### src/rtl/pulse_gen_pkg.sv
// Shared types and default build constants for the one-shot pulse generator.
package pulse_gen_pkg;

    typedef enum logic [1:0] {
        IDLE   = 2'd0,
        ACTIVE = 2'd1,
        GAP    = 2'd2
    } pulse_gen_st_e;

    localparam int CNT_W_DEFAULT      = 8;
    localparam int GAP_CYCLES_DEFAULT = 2;

endpackage

### src/rtl/pulse_gen_cnt.sv
// Loadable down-counter with a zero flag; load wins over decrement and it
// saturates at zero instead of wrapping.
module pulse_gen_cnt #(
    parameter int W = 8
) (
    input  logic         clk,
    input  logic         reset,
    input  logic         load_i,
    input  logic [W-1:0] load_val_i,
    input  logic         dec_i,
    output logic         zero_o
);

    logic [W-1:0] cnt_q;
    logic [W-1:0] cnt_d;

    always_comb begin
        cnt_d = cnt_q;
        if (load_i) begin
            cnt_d = load_val_i;
        end else if (dec_i && (cnt_q != '0)) begin
            cnt_d = cnt_q - W'(1);
        end
    end

    always_ff @(posedge clk) begin
        if (reset) begin
            cnt_q <= '0;
        end else begin
            cnt_q <= cnt_d;
        end
    end

    assign zero_o = (cnt_q == '0);

endmodule

### src/rtl/pulse_gen.sv
// One-shot pulse generator: a trigger strobe starts a pulse of len_i cycles,
// followed by a fixed refractory gap. All outputs come straight from flops.
module pulse_gen
    import pulse_gen_pkg::*;
#(
    parameter int CNT_W      = CNT_W_DEFAULT,
    parameter int GAP_CYCLES = GAP_CYCLES_DEFAULT
) (
    input  logic             clk,
    input  logic             reset,
    input  logic             trig_i,
    input  logic [CNT_W-1:0] len_i,
    input  logic             retrig_en_i,
    output logic             pulse_o,
    output logic             busy_o,
    output logic             done_o,
    output logic             drop_o
);

    // A zero-length gap skips GAP entirely, so its load value is never used.
    localparam logic [CNT_W-1:0] GAP_LOAD =
        (GAP_CYCLES == 0) ? '0 : CNT_W'(GAP_CYCLES - 1);

    pulse_gen_st_e state_q, state_d;
    logic          pulse_q, pulse_d;
    logic          busy_q, busy_d;
    logic          done_q, done_d;
    logic          drop_q, drop_d;

    logic             lenValid;
    logic [CNT_W-1:0] lenLoad;
    logic             cntLoad, cntDec, cntZero;
    logic             gapLoad, gapDec, gapZero;

    assign lenValid = (len_i != '0);
    assign lenLoad  = len_i - CNT_W'(1);

    pulse_gen_cnt #(.W(CNT_W)) u_cnt (
        .clk        (clk),
        .reset      (reset),
        .load_i     (cntLoad),
        .load_val_i (lenLoad),
        .dec_i      (cntDec),
        .zero_o     (cntZero)
    );

    pulse_gen_cnt #(.W(CNT_W)) u_gcnt (
        .clk        (clk),
        .reset      (reset),
        .load_i     (gapLoad),
        .load_val_i (GAP_LOAD),
        .dec_i      (gapDec),
        .zero_o     (gapZero)
    );

    always_comb begin
        state_d = state_q;
        pulse_d = 1'b0;
        done_d  = 1'b0;
        drop_d  = 1'b0;
        cntLoad = 1'b0;
        cntDec  = 1'b0;
        gapLoad = 1'b0;
        gapDec  = 1'b0;

        unique case (state_q)
            IDLE: begin
                if (trig_i) begin
                    if (lenValid) begin
                        state_d = ACTIVE;
                        cntLoad = 1'b1;
                        pulse_d = 1'b1;
                    end else begin
                        drop_d = 1'b1;
                    end
                end
            end

            // An accepted retrigger outranks end-of-pulse, keeping the level high.
            ACTIVE: begin
                pulse_d = 1'b1;
                if (trig_i && retrig_en_i && lenValid) begin
                    cntLoad = 1'b1;
                end else begin
                    drop_d = trig_i;
                    if (cntZero) begin
                        pulse_d = 1'b0;
                        done_d  = 1'b1;
                        if (GAP_CYCLES == 0) begin
                            state_d = IDLE;
                        end else begin
                            state_d = GAP;
                            gapLoad = 1'b1;
                        end
                    end else begin
                        cntDec = 1'b1;
                    end
                end
            end

            GAP: begin
                drop_d = trig_i;
                if (gapZero) begin
                    state_d = IDLE;
                end else begin
                    gapDec = 1'b1;
                end
            end

            default: begin
                state_d = IDLE;
            end
        endcase

        busy_d = (state_d != IDLE);
    end

    always_ff @(posedge clk) begin
        if (reset) begin
            state_q <= IDLE;
            pulse_q <= 1'b0;
            busy_q  <= 1'b0;
            done_q  <= 1'b0;
            drop_q  <= 1'b0;
        end else begin
            state_q <= state_d;
            pulse_q <= pulse_d;
            busy_q  <= busy_d;
            done_q  <= done_d;
            drop_q  <= drop_d;
        end
    end

    assign pulse_o = pulse_q;
    assign busy_o  = busy_q;
    assign done_o  = done_q;
    assign drop_o  = drop_q;

endmodule
### config.mk
export PLATFORM = sky130hd
export DESIGN_NAME = pulse_gen
export DESIGN_NICKNAME = d
export VERILOG_FILES = /design/src/rtl/pulse_gen_pkg.sv /design/src/rtl/pulse_gen_cnt.sv /design/src/rtl/pulse_gen.sv
export SDC_FILE = /design/constraint.sdc
export NUM_CORES = 1
export LEC_CHECK = 0
export CAP_MARGIN = 10
export CORE_UTILIZATION = 35
export DETAILED_ROUTE_END_ITERATION = 12
export GPL_ROUTABILITY_DRIVEN = 1
export MAX_ROUTING_LAYER = met4
export PLACE_DENSITY_LB_ADDON = 0.25
export SYNTH_ARGS = -nofsm -noshare
export SYNTH_HDL_FRONTEND = slang
export SYNTH_SLANG_ARGS = --single-unit
### constraint.sdc
create_clock -name clk -period 3.63 [get_ports clk]
set_input_delay 1.089 -clock clk [delete_from_list [all_inputs] [get_ports clk]]
set_output_delay 1.089 -clock clk [all_outputs]
set_load 0.03 [all_outputs]
==> impl_metrics.ini <==
[status]
outcome = completed

[clock_network]
clock_network_latency_to_the_later_pin_of_the_worst_skew_pair_ns = 0.31
clock_sinks = 22
root_buffer = sky130_fd_sc_hd__clkbuf_4
worst_path_clk_slew_ns = 0.12
cts-hold-fix-buffers = 0
post_cts_resize_count = 0
post_cts.repair.setup_buffers = 0
tritoncts = yes
total_number_of_h_tree_levels = 1
numCtsBuffers = 3
clock_path_buffers = 2

[synth]
syn_area_per_cell_um2 = 8.598
post-synth-top-count-cell = sky130_fd_sc_hd__dfxtp_1
yosys-top-cells-count = 22 x sky130_fd_sc_hd__dfxtp_1, 20 x sky130_fd_sc_hd__nor2_1, 8 x sky130_fd_sc_hd__nand2_1, 8 x sky130_fd_sc_hd__nor3_1
synthesis.nets = 163
cells_after_synthesis = 148
yosys_warnings = 0
synth-edff-count = 0
synth_flop_cell = sky130_fd_sc_hd__dfxtp_1
synth.ff_latch_count = 22
netlist.area_leader.share_pct = 34.61
synth_top_cell_by_area = sky130_fd_sc_hd__dfxtp_1
synth.distinct_cells = 49
synth-seq-area-share_pct = 34.61
synthTopCellsByArea = sky130_fd_sc_hd__dfxtp_1 35%, sky130_fd_sc_hd__nor2_1 5.9%, sky130_fd_sc_hd__xor2_1 4.8%
synth-async-reset-ratio_pct = 0
synth.cell_area_um2 = 1272

[layout]
areaGrowthSynthToFinish_pct = 24.29
final-seq-area_um2 = 440.4
non_filler_instance_count_after_layout = 218
n_antenna_cell = 0
area_of_combinational_cells_with_multiple_inputs_um2 = 794.5
final.fill_count = 346
final_layout_size_suffix_gt1_share_pct = 13.95
layout_net_count = 188

[floorplan]
die_area_um2 = 3881
row_count = 21
pin_count = 16
start_util_pct = 37.25
coreArea_um2 = 3416
die_width_um = 62.30
die_y_um = 62.30

[timing]
timing.final.hold_violations = 0
max_clock_freq_mhz = 322.2
setup_violations = 0
unrepaired_setup_endpoints_after_global_routing = false
worst_slew_margin_rel_pct = 52.62
report.final.slew_viol_count = 0
clock_skew_ns = 0.009922
final_min_period_over_clock_period_pct = 85.49
tightest_slew_ns = 0.6928
period_minus_slack_ns = 3.103
setup_total_negative_slack_ns = 0
setup_ws_ns = 0.5265

[routing]
drt_pass1_iterations = 4
post_drt_via_cell_ratio = 5.688
finalWirelength_um = 3075
avgRoutedWirePerCell_um = 14.11
remaining_drc_errors = 0
vias = 1240
antenna_left = 0
metal2_wl_um = 1426
met3WireLength_um = 226
top_layer_used = met4
dr.first_iter.drc_count = 54
drt-met1-wl_um = 1379

[placed_design]
place_congestion = 0.9446
dp_slack_ns = 0.2223
dp_hpwl_um = 2355
port_buffers = 15
place.detailed.instances = 214

[grt]
global_route_wire_length_before_repair_um = 5499
antenna_found_initial = 0
via_count_of_the_first_global_routing_pass = 1197
grt_use_total_pct = 17.88
global_route.overflow_total = 0
grt_start_max_net_pins = 19

[power]
power-per-cell-area_nw_per_um2 = 402.2
power.static_leakage_uw = 0.0005926
p_total_uw = 636.0
peakVddDrop_mv = 0.1708

[hold_path]
worst_min_delay_path_category = reg2reg
worst_hold_path.num_cells = 2

[worst_setup_path]
setup.worst_path.start_class = input port
worst_r2r_path_depth = 9
worst-setup-path-type = in2reg
crit_path_end_kind = flip-flop
worst-endpoint-required_ns = 3.85
timing.critical_path.fanout_max = 4
crit_arrival_ns = 3.33

[job]
max_cap_viol_count = 0
[layer usage]
layer | track usage [%] | vias to the layer above
met3 | 4.044 | 6
li1 | - | 603
met5 | - | -
met1 | 23.02 | 562
met4 | 6.395 | 0
met2 | 27.34 | 69
[report_power, final]
| part | leakage, µW | switching (µW) | total [µW] | internal [µW] |
|---|---|---|---|---|
| Clock | 0.0000279 | 77.9 | 189 | 112 |
| Combinational | 0.000384 | 91.3 | 165 | 74.0 |
| Sequential | 0.000180 | 20.9 | 281 | 260 |
[state kept, by name (all words and copies together), names as in the netlist]
signal,count
u_gcnt.cnt_q,8
busy_o,1
done_o,1
pulse_o,1
u_cnt.cnt_q,8
drop_o,1
state_q,2
[worst paths after layout]
check | from | endpoint | slack (ns)
max | trig_i | u_cnt.cnt_q[6] | 0.53
min | u_cnt.cnt_q[7] | u_cnt.cnt_q[7] | 0.50
max reg2reg | state_q[0] | u_cnt.cnt_q[6] | 1.43
min reg2reg | u_cnt.cnt_q[7] | u_cnt.cnt_q[7] | 0.50
[cell families (layout without fill, tap and decap cells)]
| logic type | count (synthesis) | in the layout | share of synthesized area [%] |
|---|---|---|---|
| compound gates | 35 | 35 | 22.32 |
| xor+xnor | 10 | 10 | 6.883 |
| mux | 2 | 2 | 1.573 |
| buf+inv | 10 | 34 | 2.950 |
| simple gates | 66 | 66 | 28.71 |
| flops | 22 | 22 | 34.61 |
| fa+ha+maj | 3 | 3 | 2.950 |
[cell type report]
type | instances | share of cell area, %
Clock inverter | 1 | 1.899
Clock buffer | 3 | 1.424
Tap cell | 46 | 3.639
Timing Repair Buffer | 23 | 13.29
Inverter | 7 | 1.661
Multi-Input combinational cell | 116 | 50.24
Sequential cell | 22 | 27.85
[metrics by stage]
step	hold WS [ns]	cell area, µm²	util [%]
floorplan	0.4356	1272	-
global placement	0.4614	1529	44.76
detailed placement	0.4803	1529	44.76
CTS	0.4964	1582	46.30
global route	0.5429	1582	46.30
finish	0.5002	1582	46.30
[layout by cell type, fill, tap and decap left out, drive strengths merged, types with 2 or more instances in the layout]
master         instances
nand2b                 3
dfxtp                 22
nor3                  10
xnor2                  3
nor2                  20
a31oi                  2
or4                    3
xor2                   7
a21oi                  7
nand2                  9
nor3b                  3
mux2i                  2
nor4                   3
a211oi                 5
ha                     3
clkdlybuf4s50         15
buf                    8
nand3                  6
o21ai                  4
o311ai                 2
inv                    7
or3                    3
clkbuf                 3
[worst max-delay path, stage by stage]
cell                              delay, ns
sky130_fd_sc_hd__clkdlybuf4s50_1       0.49
sky130_fd_sc_hd__inv_1                 0.09
sky130_fd_sc_hd__or3_1                 0.39
sky130_fd_sc_hd__o21ai_0               0.22
sky130_fd_sc_hd__and2_1                0.16
sky130_fd_sc_hd__ha_1                  0.21
sky130_fd_sc_hd__nor3b_1               0.26
sky130_fd_sc_hd__xor2_1                0.18
sky130_fd_sc_hd__nor2_1                0.05
sky130_fd_sc_hd__a211oi_1              0.19
(Power assumes the default switching activity.)
